--- config.mk ---
export PLATFORM = sky130hd
export DESIGN_NAME = ps2_command_arbiter_flat
export DESIGN_NICKNAME = d
export VERILOG_FILES = /design/src/rtl/ps2_command_arbiter_if.sv /design/src/rtl/ps2_command_arbiter.sv /design/src/flat_wrapper.sv
export SDC_FILE = /design/constraint.sdc
export NUM_CORES = 1
export LEC_CHECK = 0
export BUFFER_PORTS_ARGS = -buffer_cell sky130_fd_sc_hd__clkbuf_2
export CAP_MARGIN = 5
export CELL_PAD_IN_SITES_DETAIL_PLACEMENT = 2
export CELL_PAD_IN_SITES_GLOBAL_PLACEMENT = 2
export CORE_AREA = 4 4 82 115
export CTS_BUF_LIST = sky130_fd_sc_hd__clkbuf_4
export CTS_CLUSTER_DIAMETER = 200
export DETAILED_ROUTE_END_ITERATION = 6
export DIE_AREA = 0 0 86 119
export HOLD_SLACK_MARGIN = 0.12
export PLACE_DENSITY = 0.73
export SKIP_CTS_REPAIR_TIMING = 1
export SLEW_MARGIN = 20
export SYNTH_ARGS = -nofsm -noshare
export SYNTH_HDL_FRONTEND = slang
export SYNTH_SLANG_ARGS = --single-unit
--- constraint.sdc ---
create_clock -name clk -period 1.6 [get_ports clk]
set_input_delay 0.24 -clock clk [delete_from_list [all_inputs] [get_ports clk]]
set_output_delay 0.24 -clock clk [all_outputs]
set_load 0.02 [all_outputs]
--- src/rtl/ps2_command_arbiter_if.sv ---
// ps2_command_arbiter_if: requester, PS/2 transmitter and reply-path signals of the command arbiter.
interface ps2_command_arbiter_if #(parameter int N = 2);
   logic [N-1:0] req_valid, req_two_bytes, req_ready, req_done;
   logic [16*N-1:0] req_bytes;
   logic req_error, command_valid, command_ready, command_ack_ready;
   logic command_ack_valid, command_ack_error, response_valid, busy;
   logic [7:0] command_byte, response_byte;
   modport master (
      input req_valid, req_two_bytes, req_bytes, command_ready, command_ack_valid,
            command_ack_error, response_valid, response_byte,
      output req_ready, req_done, req_error, command_valid, command_byte,
             command_ack_ready, busy
   );
   modport slave (
      output req_valid, req_two_bytes, req_bytes, command_ready, command_ack_valid,
             command_ack_error, response_valid, response_byte,
      input req_ready, req_done, req_error, command_valid, command_byte,
            command_ack_ready, busy
   );
endinterface

--- src/rtl/ps2_command_arbiter.sv ---
// ps2_command_arbiter: round-robin owner of the PS/2 host-to-keyboard command channel with per-byte ack, reply and resend.
module ps2_command_arbiter #(
   parameter int REQUESTERS = 2,
   parameter int RETRIES = 3,
   parameter int TIMEOUT_CYCLES = 2_000_000
) (
   input logic clk,
   input logic reset,
   ps2_command_arbiter_if.master bus
);
   localparam int N = REQUESTERS;
   localparam int GW = N > 1 ? $clog2(N) : 1;
   localparam int RW = RETRIES > 0 ? $clog2(RETRIES + 1) : 1;
   localparam int TW = TIMEOUT_CYCLES > 1 ? $clog2(TIMEOUT_CYCLES) : 1;
   typedef enum logic [1:0] {IDLE, SEND, LINE_ACK, REPLY} state_t;
   state_t st, nxt;
   logic [GW-1:0] g, pick, idx;
   logic [RW-1:0] r;
   logic [TW-1:0] timer;
   logic [7:0] b0, b1;
   logic [N-1:0] done_q;
   logic k, two, err_q, any, retry, fail, done_ok, advance;
   logic tmo, ack_ok, fa, fe;
   assign ack_ok = bus.command_ack_valid && !bus.command_ack_error;
   assign fa = bus.response_valid && bus.response_byte == 8'hFA;
   assign fe = bus.response_valid && bus.response_byte == 8'hFE;
   assign tmo = timer >= TW'(TIMEOUT_CYCLES - 1);
   // Scanning downward lets the nearest requester after g overwrite the rest.
   always_comb begin
      pick = g;
      any = 1'b0;
      idx = '0;
      for (int i = N; i >= 1; i--) begin
         idx = GW'((int'(g) + i) % N);
         if (bus.req_valid[idx]) begin
            pick = idx;
            any = 1'b1;
         end
      end
   end
   always_comb begin
      nxt = st;
      retry = 1'b0;
      done_ok = 1'b0;
      advance = 1'b0;
      case (st)
         IDLE: nxt = any ? SEND : IDLE;
         SEND: nxt = bus.command_ready ? LINE_ACK : SEND;
         LINE_ACK: begin
            retry = bus.command_ack_valid ? bus.command_ack_error : tmo;
            nxt = ack_ok ? REPLY : LINE_ACK;
         end
         REPLY: begin
            done_ok = fa && k == two;
            advance = fa && k != two;
            retry = fe || (!fa && tmo);
            nxt = done_ok ? IDLE : advance ? SEND : REPLY;
         end
         default: nxt = IDLE;
      endcase
      fail = retry && r == RW'(RETRIES);
      if (retry) nxt = fail ? IDLE : SEND;
   end
   always_ff @(posedge clk) begin
      if (reset) begin
         st <= IDLE;
         g <= GW'(N - 1);
         r <= '0;
         k <= 1'b0;
         timer <= '0;
         b0 <= '0;
         b1 <= '0;
         two <= 1'b0;
         done_q <= '0;
         err_q <= 1'b0;
      end else begin
         st <= nxt;
         timer <= ((st == LINE_ACK && !ack_ok) || st == REPLY) ? (&timer ? timer : timer + 1'b1) : '0;
         done_q <= (done_ok || fail) ? N'(1) << g : '0;
         err_q <= fail;
         if (st == IDLE && any) begin
            g <= pick;
            b0 <= bus.req_bytes[16*int'(pick) +: 8];
            b1 <= bus.req_bytes[16*int'(pick) + 8 +: 8];
            two <= bus.req_two_bytes[pick];
            k <= 1'b0;
            r <= '0;
         end
         if (retry && !fail) r <= r + 1'b1;
         if (advance) k <= 1'b1;
      end
   end
   always_comb begin
      bus.req_ready = (st == IDLE && any && !reset) ? N'(1) << pick : '0;
      bus.req_done = done_q;
      bus.req_error = err_q;
      bus.command_valid = st == SEND;
      bus.command_byte = st == SEND ? (k ? b1 : b0) : 8'h00;
      bus.command_ack_ready = st == LINE_ACK;
      bus.busy = st != IDLE;
   end
endmodule
--- src/flat_wrapper.sv ---
// flat-port wrapper written by rule: the top's interface ports become plain ports
module ps2_command_arbiter_flat 
#(
   parameter int REQUESTERS = 2,
   parameter int RETRIES = 3,
   parameter int TIMEOUT_CYCLES = 2_000_000
)
  (clk, reset, bus_req_valid, bus_req_two_bytes, bus_req_bytes, bus_command_ready, bus_command_ack_valid, bus_command_ack_error, bus_response_valid, bus_response_byte, bus_req_ready, bus_req_done, bus_req_error, bus_command_valid, bus_command_byte, bus_command_ack_ready, bus_busy);
  ps2_command_arbiter_if bus_i ();
  input logic clk;
  input logic reset;
  input wire logic [$bits(bus_i.req_valid)-1:0] bus_req_valid;
  input wire logic [$bits(bus_i.req_two_bytes)-1:0] bus_req_two_bytes;
  input wire logic [$bits(bus_i.req_bytes)-1:0] bus_req_bytes;
  input wire logic [$bits(bus_i.command_ready)-1:0] bus_command_ready;
  input wire logic [$bits(bus_i.command_ack_valid)-1:0] bus_command_ack_valid;
  input wire logic [$bits(bus_i.command_ack_error)-1:0] bus_command_ack_error;
  input wire logic [$bits(bus_i.response_valid)-1:0] bus_response_valid;
  input wire logic [$bits(bus_i.response_byte)-1:0] bus_response_byte;
  output wire logic [$bits(bus_i.req_ready)-1:0] bus_req_ready;
  output wire logic [$bits(bus_i.req_done)-1:0] bus_req_done;
  output wire logic [$bits(bus_i.req_error)-1:0] bus_req_error;
  output wire logic [$bits(bus_i.command_valid)-1:0] bus_command_valid;
  output wire logic [$bits(bus_i.command_byte)-1:0] bus_command_byte;
  output wire logic [$bits(bus_i.command_ack_ready)-1:0] bus_command_ack_ready;
  output wire logic [$bits(bus_i.busy)-1:0] bus_busy;
  assign bus_i.req_valid = bus_req_valid;
  assign bus_i.req_two_bytes = bus_req_two_bytes;
  assign bus_i.req_bytes = bus_req_bytes;
  assign bus_i.command_ready = bus_command_ready;
  assign bus_i.command_ack_valid = bus_command_ack_valid;
  assign bus_i.command_ack_error = bus_command_ack_error;
  assign bus_i.response_valid = bus_response_valid;
  assign bus_i.response_byte = bus_response_byte;
  assign bus_req_ready = bus_i.req_ready;
  assign bus_req_done = bus_i.req_done;
  assign bus_req_error = bus_i.req_error;
  assign bus_command_valid = bus_i.command_valid;
  assign bus_command_byte = bus_i.command_byte;
  assign bus_command_ack_ready = bus_i.command_ack_ready;
  assign bus_busy = bus_i.busy;
  ps2_command_arbiter #(.REQUESTERS(REQUESTERS), .RETRIES(RETRIES), .TIMEOUT_CYCLES(TIMEOUT_CYCLES)) u_core (.clk(clk), .reset(reset), .bus(bus_i));
endmodule
## After elaboration in Yosys (flattened, before gate mapping)

Index checks and enable logic that the tools add are counted.
W data, S select, Z words.

| word-level totals | value |
|---|---|
| flip-flop bits (word level) | 47 |
| input bits | 50 |
| output and inout bits | 16 |
| logic and storage cells | 88 |

| cells by class | value |
|---|---|
| add/subtract/negate cells | 5 |
| magnitude comparators | 4 |
| eq/ne operators | 8 |
| shift operators | 4 |
| multiplexer cells | 29 |
| bitwise logic cells | 2 |
| reduce and logical (&&, ||, !) cells | 26 |

Operators with widths:

| cell | count |
|---|---|
| $shiftx A32 B32 Y8 | 1 |
| $shiftx A32 B6 Y8 | 1 |
| $add A21 B1 Y21 const B | 1 |
| $ge A21 B21 Y1 const B | 1 |
| $reduce_and A21 Y1 | 1 |
| $mux W1 | 18 |
| $eq A8 B8 Y1 const B | 2 |
| $mux W8 | 2 |
| $mux W2 | 7 |
| $logic_and A1 B1 Y1 | 11 |
| $pmux W2 S4 | 1 |
| $add A5 B4 Y6 const B | 1 |
| $eq A2 B2 Y1 const B | 3 |
| $lt A1 B2 Y1 const B | 3 |
| $reduce_bool A2 Y1 | 3 |
| $logic_not A1 Y1 | 5 |
| $reduce_or A2 Y1 | 2 |
| $shl A1 B1 Y2 const A | 2 |
| $logic_or A1 B1 Y1 | 3 |
| $add A1 B1 Y1 const B | 2 |
| $add A2 B1 Y2 const B | 1 |
| $eq A2 B1 Y1 const B | 1 |
| $logic_not A2 Y1 | 1 |
| $not A1 Y1 | 2 |
| 3 further kinds | 3 |

## Depth between registers and ports, before layout

| logic depth | value |
|---|---|
| depth after elaboration | 10 |
| mapped depth | 7 |

## Worst setup path before layout

No wires, ideal clock.

| timing path | value |
|---|---|
| kind | reg2reg |
| from | register u_core.st[0] |
| to | register u_core.b1[1] |
| data arrival time | 1768 ps |
| required time | 1542 ps |
| slack | -227 ps |
| cell stages (with the launch flop) | 7 |
| buffers on the path | 2 |
| path through | dfxtp_1 > or2_2 > clkbuf_1 > nor3_2 > buf_2 > a222oi_1 > inv_1 |

| between the ends | value |
|---|---|
| longest elaborated chain between the ends | 2 |

Ends and longest elaborated chain:

| item | line | text |
|---|---|---|
| from (decl) | ps2_command_arbiter.sv:16 | `state_t st, nxt;` |
| from (signal assigned) | ps2_command_arbiter.sv:77 | `st <= nxt;` |
| $logic_not A2 Y1 | ps2_command_arbiter.sv:81 | `if (st == IDLE && any) begin` |
| $logic_and A1 B1 Y1 | ps2_command_arbiter.sv:81 |  |
| to (signal assigned) | ps2_command_arbiter.sv:84 | `b1 <= bus.req_bytes[16*int'(pick) + 8 +: 8];` |
| to (decl) | ps2_command_arbiter.sv:20 | `logic [7:0] b0, b1;` |

No other way between the ends.
A chain may end at the register's enable or synchronous reset.

## Worst setup path after layout

| timing path | value |
|---|---|
| from | register u_core.st[1] |
| to | output port bus_req_ready[1] |

| between the ends | value |
|---|---|
| longest elaborated chain between the ends | 4 |

Ends and longest elaborated chain:

| item | line | text |
|---|---|---|
| $logic_not A2 Y1 | ps2_command_arbiter.sv:94 | `bus.req_ready = (st == IDLE && any && !reset) ? N'(1) << pick : '0;` |
| $logic_and A1 B1 Y1 (2 in a row) | ps2_command_arbiter.sv:94 |  |
| $mux W2 | ps2_command_arbiter.sv:94 |  |
| to (decl) | flat_wrapper.sv:20 | `output wire logic [$bits(bus_i.req_ready)-1:0] bus_req_ready;` |

No other way between the ends.

==> results.sh <==
export IMPL_rsz0062_at_grt="yes"
export IMPL_power_density_mw_per_mm2=642
export IMPL_synth_lib_cells_used_distinct=53
export IMPL_timing_critical_path_slowest_cell_delay_ns=0.36
export IMPL_maxCapViolCount=0
export IMPL_fraction_of_final_layout_cells_with_drive_strength_greater_than_1_pct=50.2
export IMPL_timing_worst_slew_pin_value_ns=0.571
export IMPL_clock_root_buffer="sky130_fd_sc_hd__clkbuf_4"
export IMPL_postSynthNetCount=307
export IMPL_comb_power_share_pct=26.0
export IMPL_number_of_antenna_violations_at_the_first_check_in_global_routing=0
export IMPL_final_min_period_over_clock_period_pct=122
export IMPL_tritoncts_num_sinks=47
export IMPL_postRouteAntennaNets=0
export IMPL_total_cts_buffers=5
export IMPL_syn_avg_cell_area_um2=9.09
export IMPL_p_leak_nw=1.78
export IMPL_place_detailed_hpwl_um=6670
export IMPL_timing_clock_skew_ns=0.0138
export IMPL_place_inst=470
export IMPL_post_dp_cell_area_mm2=0.00322
export IMPL_route_layer_met1_wl_um=4630
export IMPL_routed_wirelength_um=13200
export IMPL_finalHoldViolCount=0
export IMPL_ys_ff_latch=47
export IMPL_maximum_root_to_sink_buffer_count=2
export IMPL_post_synth_inst_count=255
export IMPL_p_sw_uw=818
export IMPL_placementRows=40
export IMPL_top_signal_layer_used="met4"
export IMPL_cts_htree_levels=2
export IMPL_post_route_drc_count=0
export IMPL_floorplan_die_height_um=119
export IMPL_fin_crit_ns=1.96
export IMPL_io_buffer_count=65
export IMPL_critPathKind="reg2out"
export IMPL_synth_seq_area_share_pct=40.6
export IMPL_power_share_clock_pct=24.3
export IMPL_grt_pass1_wl_um=13400
export IMPL_grt_pass1_vias=2729
export IMPL_viasPerCell=5.43
export IMPL_finalWorstSetupSlack_ns=-0.357
export IMPL_met3_length_um=592
export IMPL_postLayoutCoreUtil_pct=47.5
export IMPL_grt_start_max_net_pins=20
export IMPL_critical_path_most_common_cell="sky130_fd_sc_hd__buf_6"
export IMPL_clk_latency_ns=0.39
export IMPL_cp_start_kind="flip-flop"
export IMPL_cts_tree="built"
export IMPL_critPathSlowestCell="sky130_fd_sc_hd__dfxtp_2"
export IMPL_critPathTopFamily="buffers and inverters"
export IMPL_top_achievable_clock_speed_mhz=511
export IMPL_groute_usage_overall_pct=16.3
export IMPL_min_delay_path_class="in2reg"
export IMPL_wire_per_inst_um=25.0
export IMPL_worst_slew_margin_rel_pct=61.7
export IMPL_grt_remaining_overflow=0
export IMPL_setup_viol=51
export IMPL_cp_num_buf_inv=3
export IMPL_timing_max_transition_violations_final=0
export IMPL_first_iter_violations=218
export IMPL_drt_pre_antenna_iters=7
export IMPL_synthToLayoutAreaGrowth_pct=73.5
export IMPL_synth_warnings=0
export IMPL_fin_worst_hold_slack_ns=0.100
export IMPL_mappedNetlistArea_mm2=0.00232
export IMPL_clk_pin_slew_ns=0.15
export IMPL_run_status="finished with violations"
export IMPL_route_vias_total=2860
export IMPL_n_antenna_cell=0
export IMPL_place_gp_congestion=0.760
export IMPL_power_switching_fraction_pct=31.7
export IMPL_worst_endpoint_required_ns=1.36
export IMPL_layout_cells_most_common_list="sky130_fd_sc_hd__buf_4, sky130_fd_sc_hd__clkbuf_2, sky130_fd_sc_hd__dlygate4sd3_1"
export IMPL_floorplan_die_area_mm2=0.0102
export IMPL_worst_endpoint_arrival_ns=1.72
export IMPL_final_net_count=473
export IMPL_initial_cell_density_of_the_core_pct=27.4
export IMPL_cp_end_kind="primary output"
export IMPL_highest_ir_drop_seen_on_vdd_mv=0.310
export IMPL_cells_along_the_critical_path="buf_6 > or2_4 > a2111oi_4 > buf_4 > buf_6"
export IMPL_critical_path_max_fanout=5
export IMPL_most_common_cell_after_layout_fill_and_taps_aside="sky130_fd_sc_hd__buf_4"
export IMPL_violations="setup timing"
export IMPL_fin_tns_setup_ns=-7.05
export IMPL_met2RoutedLength_um=7420
export IMPL_top_ports=66
export IMPL_post_layout_nonfiller_instances=527
export IMPL_design_core_area_mm2=0.00846
export IMPL_power_report_internal_total_mw=1.76
export IMPL_design_area_mm2=0.00402
export IMPL_p_seq_share_pct=49.6
export IMPL_floorplan_die_width_um=86
cells in the mapped netlist, drive strengths merged:
cell type | n | share of area, %
o21a | 1 | 0.32
a21o | 1 | 0.32
nand2b | 1 | 0.27
or3b | 1 | 0.38
nand3 | 12 | 2.6
and4 | 3 | 1.1
nand2 | 12 | 1.9
a222oi | 17 | 7.3
or2 | 3 | 0.81
nor2b | 2 | 0.54
a21oi | 12 | 2.6
o211ai | 4 | 1.9
a2111oi | 1 | 1.2
dfxtp | 47 | 41
mux2i | 11 | 4.8
a2bb2oi | 1 | 0.38
a31oi | 1 | 0.27
or4b | 2 | 0.86
nor3 | 5 | 1.3
o21ai | 12 | 2.8
or3 | 6 | 1.7
nand4 | 7 | 2.2
nor4 | 1 | 0.27
a32o | 1 | 0.43
xor2 | 5 | 1.9
clkbuf | 5 | 0.81
nor3b | 2 | 0.65
or4 | 5 | 1.6
nand3b | 1 | 0.32
o21bai | 1 | 0.49
and2 | 1 | 0.27
o31ai | 3 | 0.97
a311oi | 1 | 0.65
ha | 2 | 1.1
inv | 23 | 3.7
nor2 | 25 | 4.0
nor4b | 2 | 1.0
nand4b | 3 | 1.1
xnor2 | 3 | 1.1
and3 | 3 | 0.86
buf | 5 | 1.6
mux4 | 1 | 0.97
worst paths after layout:
kind         slack (ns)               from               end  cells past startpoint
max               -0.36       u_core.st[1]  bus_req_ready[1]                      5
min reg2reg        0.53       u_core.b0[5]      u_core.b0[5]                      2
min                0.10  bus_req_bytes[17]      u_core.b0[1]                      3
max reg2reg       -0.35   u_core.timer[20]       u_core.r[1]                      6
area by class of cell:
class | instances | area, um^2
clock buffers | 7 | 52.6
clock inverters | 1 | 5.00
fillers | 884 | 4440
inverters | 23 | 86.3
multi-input cells | 176 | 1460
flip-flops and latches | 47 | 975
well taps | 105 | 131
repair buffers | 168 | 1310
through the flow:
step	setup slack, ns	power [mW]
3_3_place_gp	-0.303	1.70
2_1_floorplan	-0.115	1.52
4_1_cts	-0.558	2.33
5_1_grt	-0.418	2.69
6_report	-0.357	2.58
3_5_place_dp	-0.405	1.72
tightest hold or removal path: stages:
cell	delay, ns
sky130_fd_sc_hd__clkbuf_2	0.08
sky130_fd_sc_hd__a222oi_1	0.08
sky130_fd_sc_hd__inv_1	0.06
flip-flops by register name, summed over array words and instances (netlist names):
register	count
u_core.timer	21
u_core.b1	8
u_core.k	1
u_core.b0	8
u_core.bus.req_done	2
u_core.g	1
u_core.r	2
u_core.two	1
u_core.st	2
u_core.bus.req_error	1
power groups by stage:
stage,Combinational (mW),Sequential [mW],Clock (mW)
after floorplan,0.229,1.29,0
after global placement,0.413,1.29,0
after detailed placement,0.431,1.29,0
after CTS,0.435,1.27,0.627
after global routing,0.709,1.29,0.698
final,0.672,1.28,0.628
cell families after synthesis:
kind of cell,count (synthesis),synth area share [%]
AND/OR/NAND/NOR,97,23.9
AO/OA/AOI/OAI,56,19.6
flip-flops,47,40.6
buffers and inverters,33,6.10
multiplexers,12,5.72
XOR/XNOR,8,3.02
adder cells (fa/ha/maj),2,1.08
per-layer routing:
metal | vias to the layer above | track usage (%)
met3 | 32 | 2.56
met2 | 112 | 31.5
met4 | 0 | 6.04
met5 | - | 0
li1 | 1298 | -
met1 | 1418 | 16.9
Power figures use the tool's default switching activity.
